<file path="config.mk">
export PLATFORM = sky130hd
export DESIGN_NAME = load_enable_reg_flat
export DESIGN_NICKNAME = d
export VERILOG_FILES = /design/src/rtl/load_enable_reg_if.sv /design/src/rtl/load_enable_reg.sv /design/src/flat_wrapper.sv
export SDC_FILE = /design/constraint.sdc
export NUM_CORES = 1
export LEC_CHECK = 0
export ABC_AREA = 1
export BUFFER_PORTS_ARGS = -buffer_cell sky130_fd_sc_hd__buf_2
export CAP_MARGIN = 20
export CORE_MARGIN = 2
export CORE_UTILIZATION = 49
export DETAILED_ROUTE_END_ITERATION = 10
export PLACE_DENSITY = 0.92
export SYNTH_ARGS = -nofsm -noshare
export SYNTH_HDL_FRONTEND = slang
export SYNTH_SLANG_ARGS = --single-unit
</file>
<file path="constraint.sdc">
create_clock -name clk -period 2 [get_ports clk]
set_clock_uncertainty 0.05 [all_clocks]
set_input_delay 0.2 -clock clk [delete_from_list [all_inputs] [get_ports clk]]
set_output_delay 0.2 -clock clk [all_outputs]
set_load 0.01 [all_outputs]
</file>
<file path="src/rtl/load_enable_reg_if.sv">
// Bus bundle for one register-file entry: write qualifiers and data in, stored word and status out.
// The parity signal exists only when LER_PARITY_EN is defined.
interface load_enable_reg_if #(
  parameter int WIDTH = 16
);
  logic             load;
  logic             enable;
  logic [WIDTH-1:0] inp;
  logic [WIDTH-1:0] out;
  logic             valid;
  logic             updated;
  logic             changed;
`ifdef LER_PARITY_EN
  logic             parity;
`endif

  modport master (
    output load, enable, inp,
`ifdef LER_PARITY_EN
    input  parity,
`endif
    input  out, valid, updated, changed
  );

  modport slave (
    input  load, enable, inp,
`ifdef LER_PARITY_EN
    output parity,
`endif
    output out, valid, updated, changed
  );
endinterface

</file>
<file path="src/rtl/load_enable_reg.sv">
// Storage register written only when load and enable are both high, with valid/updated/changed status.
// Optional registered even-parity output is enabled with the LER_PARITY_EN macro.
module load_enable_reg #(
  parameter int               WIDTH     = 16,
  parameter logic [WIDTH-1:0] RESET_VAL = '0
) (
  input logic               clk,
  input logic               rst,
  load_enable_reg_if.slave  bus
);

  logic             we;
  logic [WIDTH-1:0] out_q;
  logic             valid_q;
  logic             updated_q;
  logic             changed_q;

  assign we = bus.load & bus.enable;

  // changed compares against the pre-write value held in out_q
  always_ff @(posedge clk) begin
    if (rst) begin
      out_q     <= RESET_VAL;
      valid_q   <= 1'b0;
      updated_q <= 1'b0;
      changed_q <= 1'b0;
    end else begin
      updated_q <= we;
      changed_q <= we && (bus.inp != out_q);
      if (we) begin
        out_q   <= bus.inp;
        valid_q <= 1'b1;
      end
    end
  end

  assign bus.out     = out_q;
  assign bus.valid   = valid_q;
  assign bus.updated = updated_q;
  assign bus.changed = changed_q;

`ifdef LER_PARITY_EN
  logic parity_q;

  always_ff @(posedge clk) begin
    if (rst) begin
      parity_q <= ^RESET_VAL;
    end else if (we) begin
      parity_q <= ^bus.inp;
    end
  end

  assign bus.parity = parity_q;
`endif

endmodule

</file>
<file path="src/flat_wrapper.sv">
// flat-port wrapper written by rule: the top's interface ports become plain ports
module load_enable_reg_flat 
#(
  parameter int               WIDTH     = 16,
  parameter logic [WIDTH-1:0] RESET_VAL = '0
)
  (clk, rst, bus_load, bus_enable, bus_inp, bus_out, bus_valid, bus_updated, bus_changed);
  load_enable_reg_if #(.WIDTH(WIDTH)) bus_i ();
  input logic clk;
  input logic rst;
  input wire logic [$bits(bus_i.load)-1:0] bus_load;
  input wire logic [$bits(bus_i.enable)-1:0] bus_enable;
  input wire logic [$bits(bus_i.inp)-1:0] bus_inp;
  output wire logic [$bits(bus_i.out)-1:0] bus_out;
  output wire logic [$bits(bus_i.valid)-1:0] bus_valid;
  output wire logic [$bits(bus_i.updated)-1:0] bus_updated;
  output wire logic [$bits(bus_i.changed)-1:0] bus_changed;
  assign bus_i.load = bus_load;
  assign bus_i.enable = bus_enable;
  assign bus_i.inp = bus_inp;
  assign bus_out = bus_i.out;
  assign bus_valid = bus_i.valid;
  assign bus_updated = bus_i.updated;
  assign bus_changed = bus_i.changed;
  load_enable_reg #(.WIDTH(WIDTH), .RESET_VAL(RESET_VAL)) u_core (.clk(clk), .rst(rst), .bus(bus_i));
endmodule
</file>
**After elaboration in Yosys (flattened, before gate mapping)**

Cells that the tools add are included.

- Register bits after elaboration: 19
- Input bits: 20
- Output and inout bits: 19
- Logic and storage cells: 7

- Eq/ne operators: 1
- Bitwise gates (word level): 1
- Reduce and logical (&&, ||, !) cells: 1

Operators by type and width:

| kind | count |
|---|---|
| $ne A16 B16 Y1 | 1 |
| $and A1 B1 Y1 | 1 |
| $logic_and A1 B1 Y1 | 1 |

**Depth between registers and ports, before layout**

- Depth after elaboration: 2
- Depth in mapped cells: 8
- Depth with buffers taken out: 8

**Worst setup path before layout**

Ideal clock, no wire load.

- Kind: reg2reg
- Start point: reg u_core.out_q[8] (netlist: u_core.bus.out[8])
- End point: reg u_core.changed_q (netlist: u_core.bus.changed)
- Library setup time: 0.111 ns
- Arrival: 0.817 ns
- Data required time: 1.839 ns
- Slack: 1.022 ns
- Cell stages (with the launch flop): 7
- Clock period less this slack: 0.978 ns
- Cell sequence: dfxtp_1 -> xnor2_1 -> nand2_1 -> nor2_1 -> nand2_1 -> nor2_1 -> nor2_1

- Longest elaborated chain between the ends: 2

Ends and longest elaborated chain:

| what | line | text |
|---|---|---|
| start: declaration | load_enable_reg.sv:13 | `logic [WIDTH-1:0] out_q;` |
| start signal: assignment | load_enable_reg.sv:31 | `out_q <= bus.inp;` |
| $ne A16 B16 Y1 | load_enable_reg.sv:29 | `changed_q <= we && (bus.inp != out_q);` |
| $logic_and A1 B1 Y1 | load_enable_reg.sv:29 |  |
| end signal: assignment | load_enable_reg.sv:29 |  |
| end: declaration | load_enable_reg.sv:16 | `logic changed_q;` |

Every way passes these cells.
A chain may end at the register's enable or synchronous reset.

**Worst setup path in the final report**

- Start point: reg u_core.out_q[14] (netlist: u_core.bus.out[14])
- End point: out bus_out[14]

RTL lines:

| what | line | text |
|---|---|---|
| end: declaration | flat_wrapper.sv:14 | `output wire logic [$bits(bus_i.out)-1:0] bus_out;` |

No word-level cell between the ends.

==> results_dict.tcl <==
set metrics [dict create \
    outcome "finished clean" \
    max_cap_viol_count 0 \
    min_path_type "input pin to flip-flop" \
    cts_sinks 19 \
    top_layer "met4" \
    finalCritPeriodShare_pct 55.1 \
    ioPinCount 39 \
    antenna_left 0 \
    yosysSeqAreaShare_pct 43.1 \
    die_w_microns 46.4 \
    p_leak_nw 0.567 \
    wl_met1_microns 834 \
    ir_drop_v 0.000545 \
    cts_made_buffers 3 \
    vias 885 \
    port_buffers 38 \
    cts_resized 0 \
    seqPwrFrac_pct 54.8 \
    drt_first_pass_iters 4 \
    drt-total-wl_microns 1850 \
    clock_latency_ps 300 \
    met2_length_microns 890 \
    power.share.combinational_pct 19.8 \
    critPathTopFamily "flip-flops" \
    grtUsageTotal_pct 19.7 \
    final_layout_size_suffix_gt1_share_pct 27.1 \
    yosysUniqueCellTypes 12 \
    fmax_mhz 908 \
    final_common_cell "buf_2" \
    antenna_cells 0 \
    viasPerCell 4.63 \
    dp_cells 187 \
    yosysWarnings 0 \
    clock_path_buffers 2 \
    core_area_sq_um 1710 \
    fin_setup_tns_ps 0 \
    relSlewSlack_pct 73.1 \
    grt_overflow_total 0 \
    cp.arrival_ps 850 \
    die_y_microns 46.4 \
    antenna_found_initial 0 \
    post_cts_buffers 0 \
    first_global_vias 778 \
    htreeDepth 1 \
    tritoncts "done" \
    hold_buffers 0 \
    final_nets 187 \
    multi_input_area_sq_um 418 \
    rows 15 \
    first_iter_violations 24 \
    fin_crit_ps 1100 \
    power_frac_clock_pct 25.4 \
    route.met3.wl_microns 93 \
    critPathBufInv 1 \
    place_congestion 0.684 \
    hpwl_microns 1390 \
    power.switching_mw 0.223 \
    p_int_mw 0.546 \
    avgSynthCellArea_sq_um 6.95 \
    netlist_area_sq_um 882 \
    max_stage_delay_ps 400 \
    required_ps 1750 \
    netlist_instances 127 \
    clk_pin_slew_worst_paths_ps 120 \
    worstMarginPinSlew_ps 402 \
    path_class "flip-flop to output port" \
    powerDensity_nw_per_um2 697 \
    crit_slowest_cell "dfxtp_1" \
    synth-seq-cells 19 \
    root_buffer "clkbuf_4" \
    start_util_pct 51.6 \
    slew_viol_final 0 \
    fill_cells 160 \
    startpoint_type "flip-flop" \
    grt_pass1_wl_microns 3020 \
    grt_max_degree 25 \
    drt_drc_violations_left 0 \
    area_delta_synth_final_pct 25.1 \
    setup_viol 0 \
    crit_path_cell_trace "buf_2" \
    cp-end-kind "output port" \
    layout.cells.non_filler 191 \
    dieArea_sq_um 2160 \
    syn_nets 147 \
    crit_fanout 3 \
    register_area_sq_um 380 \
    p_sw_share_pct 29.0 \
    hold_viol 0 \
    rsz0062_at_grt "false" \
    wl_per_cell_microns 9.70 \
    final_cell_mix "buf_2, nand2_1, nor2_1" \
]
power by group through the flow:
stage / clock network (mW) / registers (mW) / logic, mW
after floorplan: 0 / 0.441 / 0.0838
after global routing: 0.215 / 0.426 / 0.174
after detailed placement: 0 / 0.430 / 0.154
final: 0.196 / 0.422 / 0.152
after CTS: 0.204 / 0.422 / 0.154
after global placement: 0 / 0.429 / 0.148
routing by layer:
metal	vias up	GRT usage (%)
met5	-	0
met3	5	3.92
met4	0	10.3
li1	466	-
met2	26	34.7
met1	388	22.0
sequential cells by signal (all words and copies together) (netlist names):
register and flops:
u_core.bus.valid 1, u_core.bus.out 16, u_core.bus.changed 1, u_core.bus.updated 1
cells by family after synthesis:
family / synth area share, %
AOI/OAI and AO/OA: 12.5
and+or+nand+nor: 25.0
DFF: 43.1
buffers and inverters: 9.50
xor gates and xnor gates: 9.93
final cells by class:
class                      instances  area share, %
inverter                          15           5.10
timing repair buffer              38           17.2
multi-input combinational         90           37.9
clock inverter                     1          0.454
sequential                        19           34.5
tap                               25           2.83
clock buffer                       3           2.04
cells in the mapped netlist:
| cell | count | area share (%) |
|---|---|---|
| nand2_1 | 30 | 13 |
| nor2_1 | 27 | 11 |
| dfxtp_1 | 19 | 43 |
| nand2_2 | 1 | 0.71 |
| inv_2 | 2 | 0.85 |
| a21oi_1 | 6 | 3.4 |
| buf_2 | 1 | 0.57 |
| o21ai_0 | 12 | 6.8 |
| xnor2_1 | 10 | 9.9 |
| o21ai_1 | 4 | 2.3 |
| buf_6 | 2 | 2.6 |
| inv_1 | 13 | 5.5 |
path summary, 6_finish.rpt:
check | endpoint | start | cells past startpoint | slack [ps]
max | bus_out[14] | u_core.bus.out[14] | 1 | 900
min | u_core.bus.updated | rst | 2 | 30
max reg2reg | u_core.bus.changed | u_core.bus.out[13] | 6 | 960
min reg2reg | u_core.bus.valid | u_core.bus.valid | 2 | 420
stage by stage:
step	area, sq um	total power [mW]	utilization (%)	hold WS [ps]	setup WS, ps
3_5_place_dp	1080	0.583	63.0	352	863
4_1_cts	1100	0.780	64.6	20.6	888
5_1_grt	1100	0.815	64.6	22.1	838
6_report	1100	0.770	64.6	25.1	899
3_3_place_gp	1080	0.577	63.0	351	914
2_1_floorplan	882	0.525	-	234	1020
No activity file was read; power rests on OpenSTA's default activity.
